### config.mk
export PLATFORM = sky130hd
export DESIGN_NAME = pc_fetch_ctrl
export DESIGN_NICKNAME = d
export VERILOG_FILES = /design/src/rtl/cpu_pkg.sv /design/src/rtl/branch_cond_eval.sv /design/src/rtl/pc_fetch_ctrl.sv
export SDC_FILE = /design/constraint.sdc
export NUM_CORES = 1
export LEC_CHECK = 0
export BUFFER_PORTS_ARGS = -buffer_cell sky130_fd_sc_hd__buf_2
export CAP_MARGIN = 20
export CORE_UTILIZATION = 40
export DETAILED_ROUTE_END_ITERATION = 10
export HOLD_SLACK_MARGIN = 0.15
export PLACE_DENSITY = 0.69
export RECOVER_POWER = 100
export SLEW_MARGIN = 20
export SYNTH_ARGS = -nofsm -noshare
export SYNTH_HDL_FRONTEND = slang
export SYNTH_SLANG_ARGS = --single-unit
### constraint.sdc
create_clock -name clk -period 5.84 [get_ports clk]
set_clock_uncertainty 0.1 [all_clocks]
set_input_delay 0.292 -clock clk [delete_from_list [all_inputs] [get_ports clk]]
set_output_delay 0.292 -clock clk [all_outputs]
set_load 0.05 [all_outputs]
### src/rtl/cpu_pkg.sv
// Shared CPU constants: opcodes, branch condition codes, flag indices and fetch states.
package cpu_pkg;

    localparam logic [3:0] OPCODE_B   = 4'hC;
    localparam logic [3:0] OPCODE_BR  = 4'hD;
    localparam logic [3:0] OPCODE_HLT = 4'hF;

    localparam logic [2:0] COND_NEQ = 3'b000;
    localparam logic [2:0] COND_EQ  = 3'b001;
    localparam logic [2:0] COND_GT  = 3'b010;
    localparam logic [2:0] COND_LT  = 3'b011;
    localparam logic [2:0] COND_GE  = 3'b100;
    localparam logic [2:0] COND_LE  = 3'b101;
    localparam logic [2:0] COND_OVF = 3'b110;
    localparam logic [2:0] COND_UNC = 3'b111;

    localparam int unsigned FLAG_N = 2;
    localparam int unsigned FLAG_Z = 1;
    localparam int unsigned FLAG_V = 0;

    typedef enum logic [1:0] {
        RUN    = 2'd0,
        DRAIN  = 2'd1,
        HALTED = 2'd2
    } pc_state_t;

endpackage

### src/rtl/branch_cond_eval.sv
// Combinational branch condition evaluator over the {N,Z,V} flags.
module branch_cond_eval
    import cpu_pkg::*;
(
    input  logic [2:0] cond,
    input  logic [2:0] flags,
    output logic       cond_met
);

    logic n, z, v;

    assign n = flags[FLAG_N];
    assign z = flags[FLAG_Z];
    assign v = flags[FLAG_V];

    always_comb begin
        cond_met = 1'b0;
        unique case (cond)
            COND_NEQ: cond_met = ~z;
            COND_EQ:  cond_met = z;
            COND_GT:  cond_met = ~n & ~z;
            COND_LT:  cond_met = n;
            COND_GE:  cond_met = z | (~n & ~z);
            COND_LE:  cond_met = n | z;
            COND_OVF: cond_met = v;
            COND_UNC: cond_met = 1'b1;
            default:  cond_met = 1'b0;
        endcase
    end

endmodule

### src/rtl/pc_fetch_ctrl.sv
// Fetch PC register for the pipelined core: sequential fetch, ID-stage redirects,
// and HLT detection with a fixed-length drain before reporting halted.
module pc_fetch_ctrl
    import cpu_pkg::*;
#(
    parameter int unsigned ADDR_W                = 16,
    parameter logic [ADDR_W-1:0] RESET_PC        = '0,
    parameter int unsigned DRAIN_CYCLES          = 4
) (
    input  logic              clk,
    input  logic              rst_n,
    input  logic              stall,
    input  logic              fetch_valid,
    input  logic [15:0]       fetch_instr,
    input  logic              br_valid,
    input  logic              br_is_reg,
    input  logic [2:0]        br_cond,
    input  logic [8:0]        br_imm,
    input  logic [ADDR_W-1:0] br_pc,
    input  logic [ADDR_W-1:0] br_reg_val,
    input  logic [2:0]        flags,
    output logic [ADDR_W-1:0] pc,
    output logic [ADDR_W-1:0] pc_plus_two,
    output logic              flush,
    output logic              halted
);

    localparam logic [3:0] DRAIN_LOAD = 4'(DRAIN_CYCLES - 1);

    logic [ADDR_W-1:0] pc_q, pc_d;
    pc_state_t         state_q, state_d;
    logic [3:0]        cnt_q, cnt_d;

    logic              cond_met;
    logic              taken;
    logic              is_hlt;
    logic [ADDR_W-1:0] imm_ext;
    logic [ADDR_W-1:0] b_target;
    logic [ADDR_W-1:0] target;
    logic              unused_instr_bits;

    branch_cond_eval u_cond (
        .cond     (br_cond),
        .flags    (flags),
        .cond_met (cond_met)
    );

    // Only the opcode field matters at fetch.
    assign unused_instr_bits = ^fetch_instr[11:0];
    assign is_hlt            = (fetch_instr[15:12] == OPCODE_HLT);

    assign taken    = br_valid & ~stall & cond_met & (state_q != HALTED);
    assign imm_ext  = ADDR_W'($signed(br_imm));
    assign b_target = br_pc + ADDR_W'(2) + (imm_ext << 1);
    assign target   = br_is_reg ? br_reg_val : b_target;

    assign pc          = pc_q;
    assign pc_plus_two = pc_q + ADDR_W'(2);
    assign flush       = taken;
    assign halted      = (state_q == HALTED);

    always_comb begin
        pc_d    = pc_q;
        state_d = state_q;
        cnt_d   = cnt_q;
        if (taken) begin
            // A redirect is older than anything in fetch, so it also cancels a pending drain.
            pc_d    = target;
            state_d = RUN;
            cnt_d   = '0;
        end else begin
            unique case (state_q)
                RUN: begin
                    if (!stall && fetch_valid) begin
                        if (is_hlt) begin
                            state_d = DRAIN;
                            cnt_d   = DRAIN_LOAD;
                        end else begin
                            pc_d = pc_plus_two;
                        end
                    end
                end
                DRAIN: begin
                    if (cnt_q == 4'd0) begin
                        state_d = HALTED;
                    end else begin
                        cnt_d = cnt_q - 4'd1;
                    end
                end
                HALTED: begin
                end
                default: begin
                    state_d = RUN;
                    cnt_d   = '0;
                end
            endcase
        end
    end

    always_ff @(posedge clk or negedge rst_n) begin
        if (!rst_n) begin
            pc_q    <= RESET_PC;
            state_q <= RUN;
            cnt_q   <= '0;
        end else begin
            pc_q    <= pc_d;
            state_q <= state_d;
            cnt_q   <= cnt_d;
        end
    end

endmodule

* Word level (Yosys, flattened, before mapping)
Index checks and enable logic that the tools add are counted.
** Word-level totals
- Register bits after elaboration :: 22
- Output and inout bits :: 34
- Logic and storage cells :: 59
** Cells by class
- Add/sub/neg operators :: 4
- Eq/ne operators :: 17
- Multiplexer cells :: 16
- Bitwise logic cells :: 9
- Reduce and logical (&&, ||, !) cells :: 10
** Operator list (number)
- $mux W16 :: 5
- $add A16 B2 Y16 const B :: 2
- $add A16 B16 Y16 :: 1
- $mux W4 :: 4
- $eq A3 B3 Y1 const B :: 4
- $ne A3 B3 Y1 const B :: 4
- $pmux W4 S3 :: 1
- $mux W2 :: 4
- $pmux W1 S8 :: 1
- $reduce_and A4 Y1 :: 2
- $eq A3 B2 Y1 const B :: 2
- $ne A2 B2 Y1 const B :: 3
- $pmux W2 S3 :: 1
- $and A1 B1 Y1 :: 4
- $eq A4 B4 Y1 const B :: 1
- $logic_not A4 Y1 :: 1
- $reduce_bool A2 Y1 :: 2
- $sub A4 B1 Y4 const B :: 1
- $eq A3 B1 Y1 const B :: 1
- $logic_not A3 Y1 :: 1
- $not A1 Y1 :: 3
- $reduce_and A3 Y1 :: 1
- $eq A2 B1 Y1 const B :: 1
- $eq A2 B2 Y1 const B :: 1
- 4 further kinds :: 5

* Logic depth before layout (Yosys ltp)
- Depth after elaboration :: 8
- Gate-level depth with buffers :: 12

* Hierarchy
Synthesis repeated with hierarchy kept, for this count alone.
** Second synthesis, totals
- Cells, all modules :: 292
- Area, all modules :: 2392.3 um^2
** Modules (own cells, without submodules)
- pc_fetch_ctrl :: instances 1, cells each 281, area each 2316.0 um^2
- branch_cond_eval :: instances 1, cells each 11, area each 76.3 um^2

* Worst setup path after synthesis
Ideal clock, no wire load.
- Path type :: register to output
- Start :: register pc_q[1] (netlist: pc[1])
- End :: output pc_plus_two[13]
- Arrival :: 2473 ps
- Required time :: 5448 ps
- Setup slack :: 2975 ps
- Cell stages (with the launch flop) :: 7
- Path buffers :: 0
- Cell sequence :: dfrtp_1 ha_1 and3_2 and3_1 nand3_2 nor2_1 xor2_1
** On the way
- Word-level cells in the longest chain between the ends :: 1
** RTL lines
- from (decl) :: RTL line pc_fetch_ctrl.sv:30 : logic [ADDR_W-1:0] pc_q, pc_d;
- from (signal assigned) :: RTL line pc_fetch_ctrl.sv:106 : pc_q <= pc_d;
- $add A16 B2 Y16 :: RTL line pc_fetch_ctrl.sv:58 : assign pc_plus_two = pc_q + ADDR_W'(2);
- to (decl) :: RTL line pc_fetch_ctrl.sv:23 : output logic [ADDR_W-1:0] pc_plus_two,
No other way between the ends.

* Final worst setup path
- Start :: register state_q[1]
- End :: register pc_q[14] (netlist: pc[14])
** On the way
- Word-level cells in the longest chain between the ends :: 4
** RTL lines
- from (decl) :: RTL line pc_fetch_ctrl.sv:31 : pc_state_t state_q, state_d;
- from (signal assigned) :: RTL line pc_fetch_ctrl.sv:107 : state_q <= state_d;
- $ne A2 B2 Y1 :: RTL line pc_fetch_ctrl.sv:52 : assign taken = br_valid & ~stall & cond_met & (state_q != HALTED);
- $and A1 B1 Y1 :: RTL line pc_fetch_ctrl.sv:52
- $ne A2 B2 Y1 (no source line) / $reduce_bool A2 Y1 (equally long branches)
- $reduce_and A3 Y1 (no source line)
Several ways; a longest one is shown, not always the timed one.
A chain may end at the register's enable or synchronous reset.

==> flow_summary.yaml <==
yosys:
  yosys_most_used_dff: "dfrtp_1"
  ys_seq_elements: 22
  synth_area_um2: 2410
  synth-edff-count: 0
  synthCells: 285
  yosys_warnings: 0
  ys_types: 49
  syn_nets: 385
  async_flop_share: 1.00
  avgSynthCellArea_um2: 8.47
  yosysSeqAreaShare: 0.228
clocking:
  clkSlewWorstSetupHoldPaths_ps: 80
  cts_htree_levels: 1
  numCtsBuffers: 3
  cts_root_buf: "clkbuf_8"
  ctsLongestPathBuffers: 2
  post-cts-setup-buffer-count: 0
  cts_tree: "yes"
  cts_sinks: 22
  insertion_delay_ps: 260
  ctsResizeCount: 0
die:
  core_um2: 5680
  fp-row-count: 27
  die_w_um: 79.7
  ioPinCount: 103
  start_util: 0.425
  dieArea_um2: 6350
  die_y_um: 79.7
pwr:
  switching_share: 0.604
  pwr-share-clk: 0.101
  p_int_w: 0.000550
  peakVddDrop_mv: 0.295
  comb_power_share: 0.660
  p_switching_w: 0.000840
  pwr-share-seq: 0.240
  powerDensity_nw_per_um2: 477
  p_leak_nw: 1.38
  total_power_w: 0.00139
finish:
  fillCellCount: 592
  antenna_cells: 0
  final_common_cell: "buf_2"
  fin_nets: 470
  final_cell_mix: "buf_2, clkbuf_1, nand2_1, ha_1"
  fin_area_um2: 2920
  drive_above_1_share: 0.187
  fin_util: 0.514
  area_growth_pct: 20.8
timing:
  min_period_ps: 3240
  setup-violations-final: 0
  timing.setup.tns_ps: 0
  tightest_slew_ps: 1190
  max_freq_ghz: 0.309
  slew_headroom: 0.210
  rsz0062_at_grt: "false"
  hold_violations: 0
  finalCritPeriodShare: 0.555
  maxSlewViolCount: 0
  setup_ws_ps: 2600
detailed_routing:
  avgViaCountPerCell: 5.06
  wire_per_inst_um: 12.2
  routed_wl_mm: 5.38
  dr.pass1.iters: 4
  vias: 2231
  drc_errors: 0
  detail-route-antenna-nets: 0
  drtIter0Drc: 86
global_route:
  grt_pass1_vias: 1997
  grt_max_degree: 25
  grt_overflow_total: 0
  antenna_found_initial: 0
  track_usage: 0.177
  grt_pass1_wl_mm: 9.09
worst_setup_path:
  crit_type: "flip-flop to flip-flop"
  worst_ep_required_time_ps: 5890
  startpoint_type: "flip-flop"
  timing.rr.start: "state_q[1]"
  crit_start: "state_q[1]"
  end_kind: "flip-flop"
  crit_arrival_ps: 3300
  crit_fanout: 24
job:
  drv_cap: 0
placement:
  place_ws_ps: 2890
  numPortBuffers: 90
  place_congestion: 0.849
  place_area_um2: 2900
  hpwl_mm: 4.41
worst_hold_path:
  min_from: "br_reg_val[12]"
  hold_class: "input pin to flip-flop"
outcome:
  status: "completed"
## layout make-up
| type | count | area (um^2) | share of cell area |
|---|---|---|---|
| clock buffers | 3 | 41.3 | 0.0142 |
| well taps | 72 | 90.1 | 0.0309 |
| clock inverters | 1 | 30.0 | 0.0103 |
| flip-flops and latches | 22 | 551 | 0.189 |
| multi-input cells | 240 | 1740 | 0.597 |
| repair buffers | 91 | 418 | 0.143 |
| inverters | 12 | 45.0 | 0.0154 |
## path summary, 6_finish.rpt
check                      cells past startpoint  slack (ps)  endpoint
setup / recovery                               7        2600    pc[14]
hold / removal                                 3         170    pc[12]
setup reg to reg                               7        2600    pc[14]
hold reg to reg                                2         460     pc[0]
max in group asynchronous                      2        4250    pc[15]
min in group asynchronous                      2         690  cnt_q[3]
## synth_stat cells, types with 2 or more instances
library cell,count,area [um^2]
a21o_1,5,37.5
buf_2,6,30.0
or3_1,3,18.8
a211oi_1,5,37.5
nand3_1,8,40.0
mux2i_1,8,80.1
inv_1,11,41.3
and3_1,4,25.0
xor2_1,23,201
nand3_2,3,30.0
ha_1,30,375
a21oi_1,17,85.1
nor4b_1,2,17.5
nor3b_1,2,15.0
nand4_1,2,12.5
nor3_1,2,10.0
nand2b_1,5,31.3
nand2_1,31,116
dfrtp_1,22,551
o31ai_1,2,15.0
nor2b_1,6,37.5
clkbuf_1,4,15.0
xnor2_1,16,140
a31oi_1,4,25.0
and4_1,2,17.5
a221oi_1,2,17.5
o21ai_0,16,80.1
nor2_1,23,86.3
## worst max-delay path, cell delays in order (launching register included)
cell     delay [ps]
dfrtp_1         480
nor2b_1         220
nor4b_1         330
o311a_1         830
inv_1           510
or3_1           440
mux2i_1         150
nor2_1           60
## timing repair
action / 4_1_cts / 5_1_grt
hold buffers: 1 / 0
endpoints found under the hold margin: 22 / 0
endpoints found under the setup margin: 0 / 0
## state kept, by name (all words and copies together), names as in the netlist
register / cells
pc: 16
state_q: 2
cnt_q: 4
## through the flow
step / hold slack (ps) / std cells
after detailed placement: 191 / 436
after global routing: 175 / 441
after CTS: 168 / 441
final: 169 / 441
after floorplan: -104 / 285
after global placement: 191 / 436
## kinds of logic (layout without fill, tap and decap cells)
family          Yosys count  in the layout  share of synthesized area
compound gates           61             61                      0.162
fa+ha+maj                31             31                      0.164
flops                    22             22                      0.228
mux                      10             10                     0.0441
buf+inv                  23            107                     0.0404
simple gates             99             99                      0.220
xor+xnor                 39             39                      0.142
## power groups by stage
stage          clock network [W]  logic [W]  registers (W)
6_report                0.000140   0.000917       0.000333
5_1_grt                 0.000151   0.000990       0.000349
4_1_cts                 0.000143   0.000966       0.000332
3_5_place_dp                   0   0.000963       0.000334
3_3_place_gp                   0   0.000953       0.000332
2_1_floorplan                  0   0.000603       0.000490
## routing by layer
| layer | up-vias | wire length [um] | GRT usage | part of all wire |
|---|---|---|---|---|
| met4 | 0 | 5 | 0.0236 | 0.00093 |
| met5 | - | 0 | 0 | 0 |
| met1 | 991 | 2670 | 0.256 | 0.50 |
| met2 | 60 | 2430 | 0.285 | 0.45 |
| met3 | 2 | 270 | 0.0229 | 0.050 |
| li1 | 1178 | - | - | - |
Power figures use the tool's default switching activity.
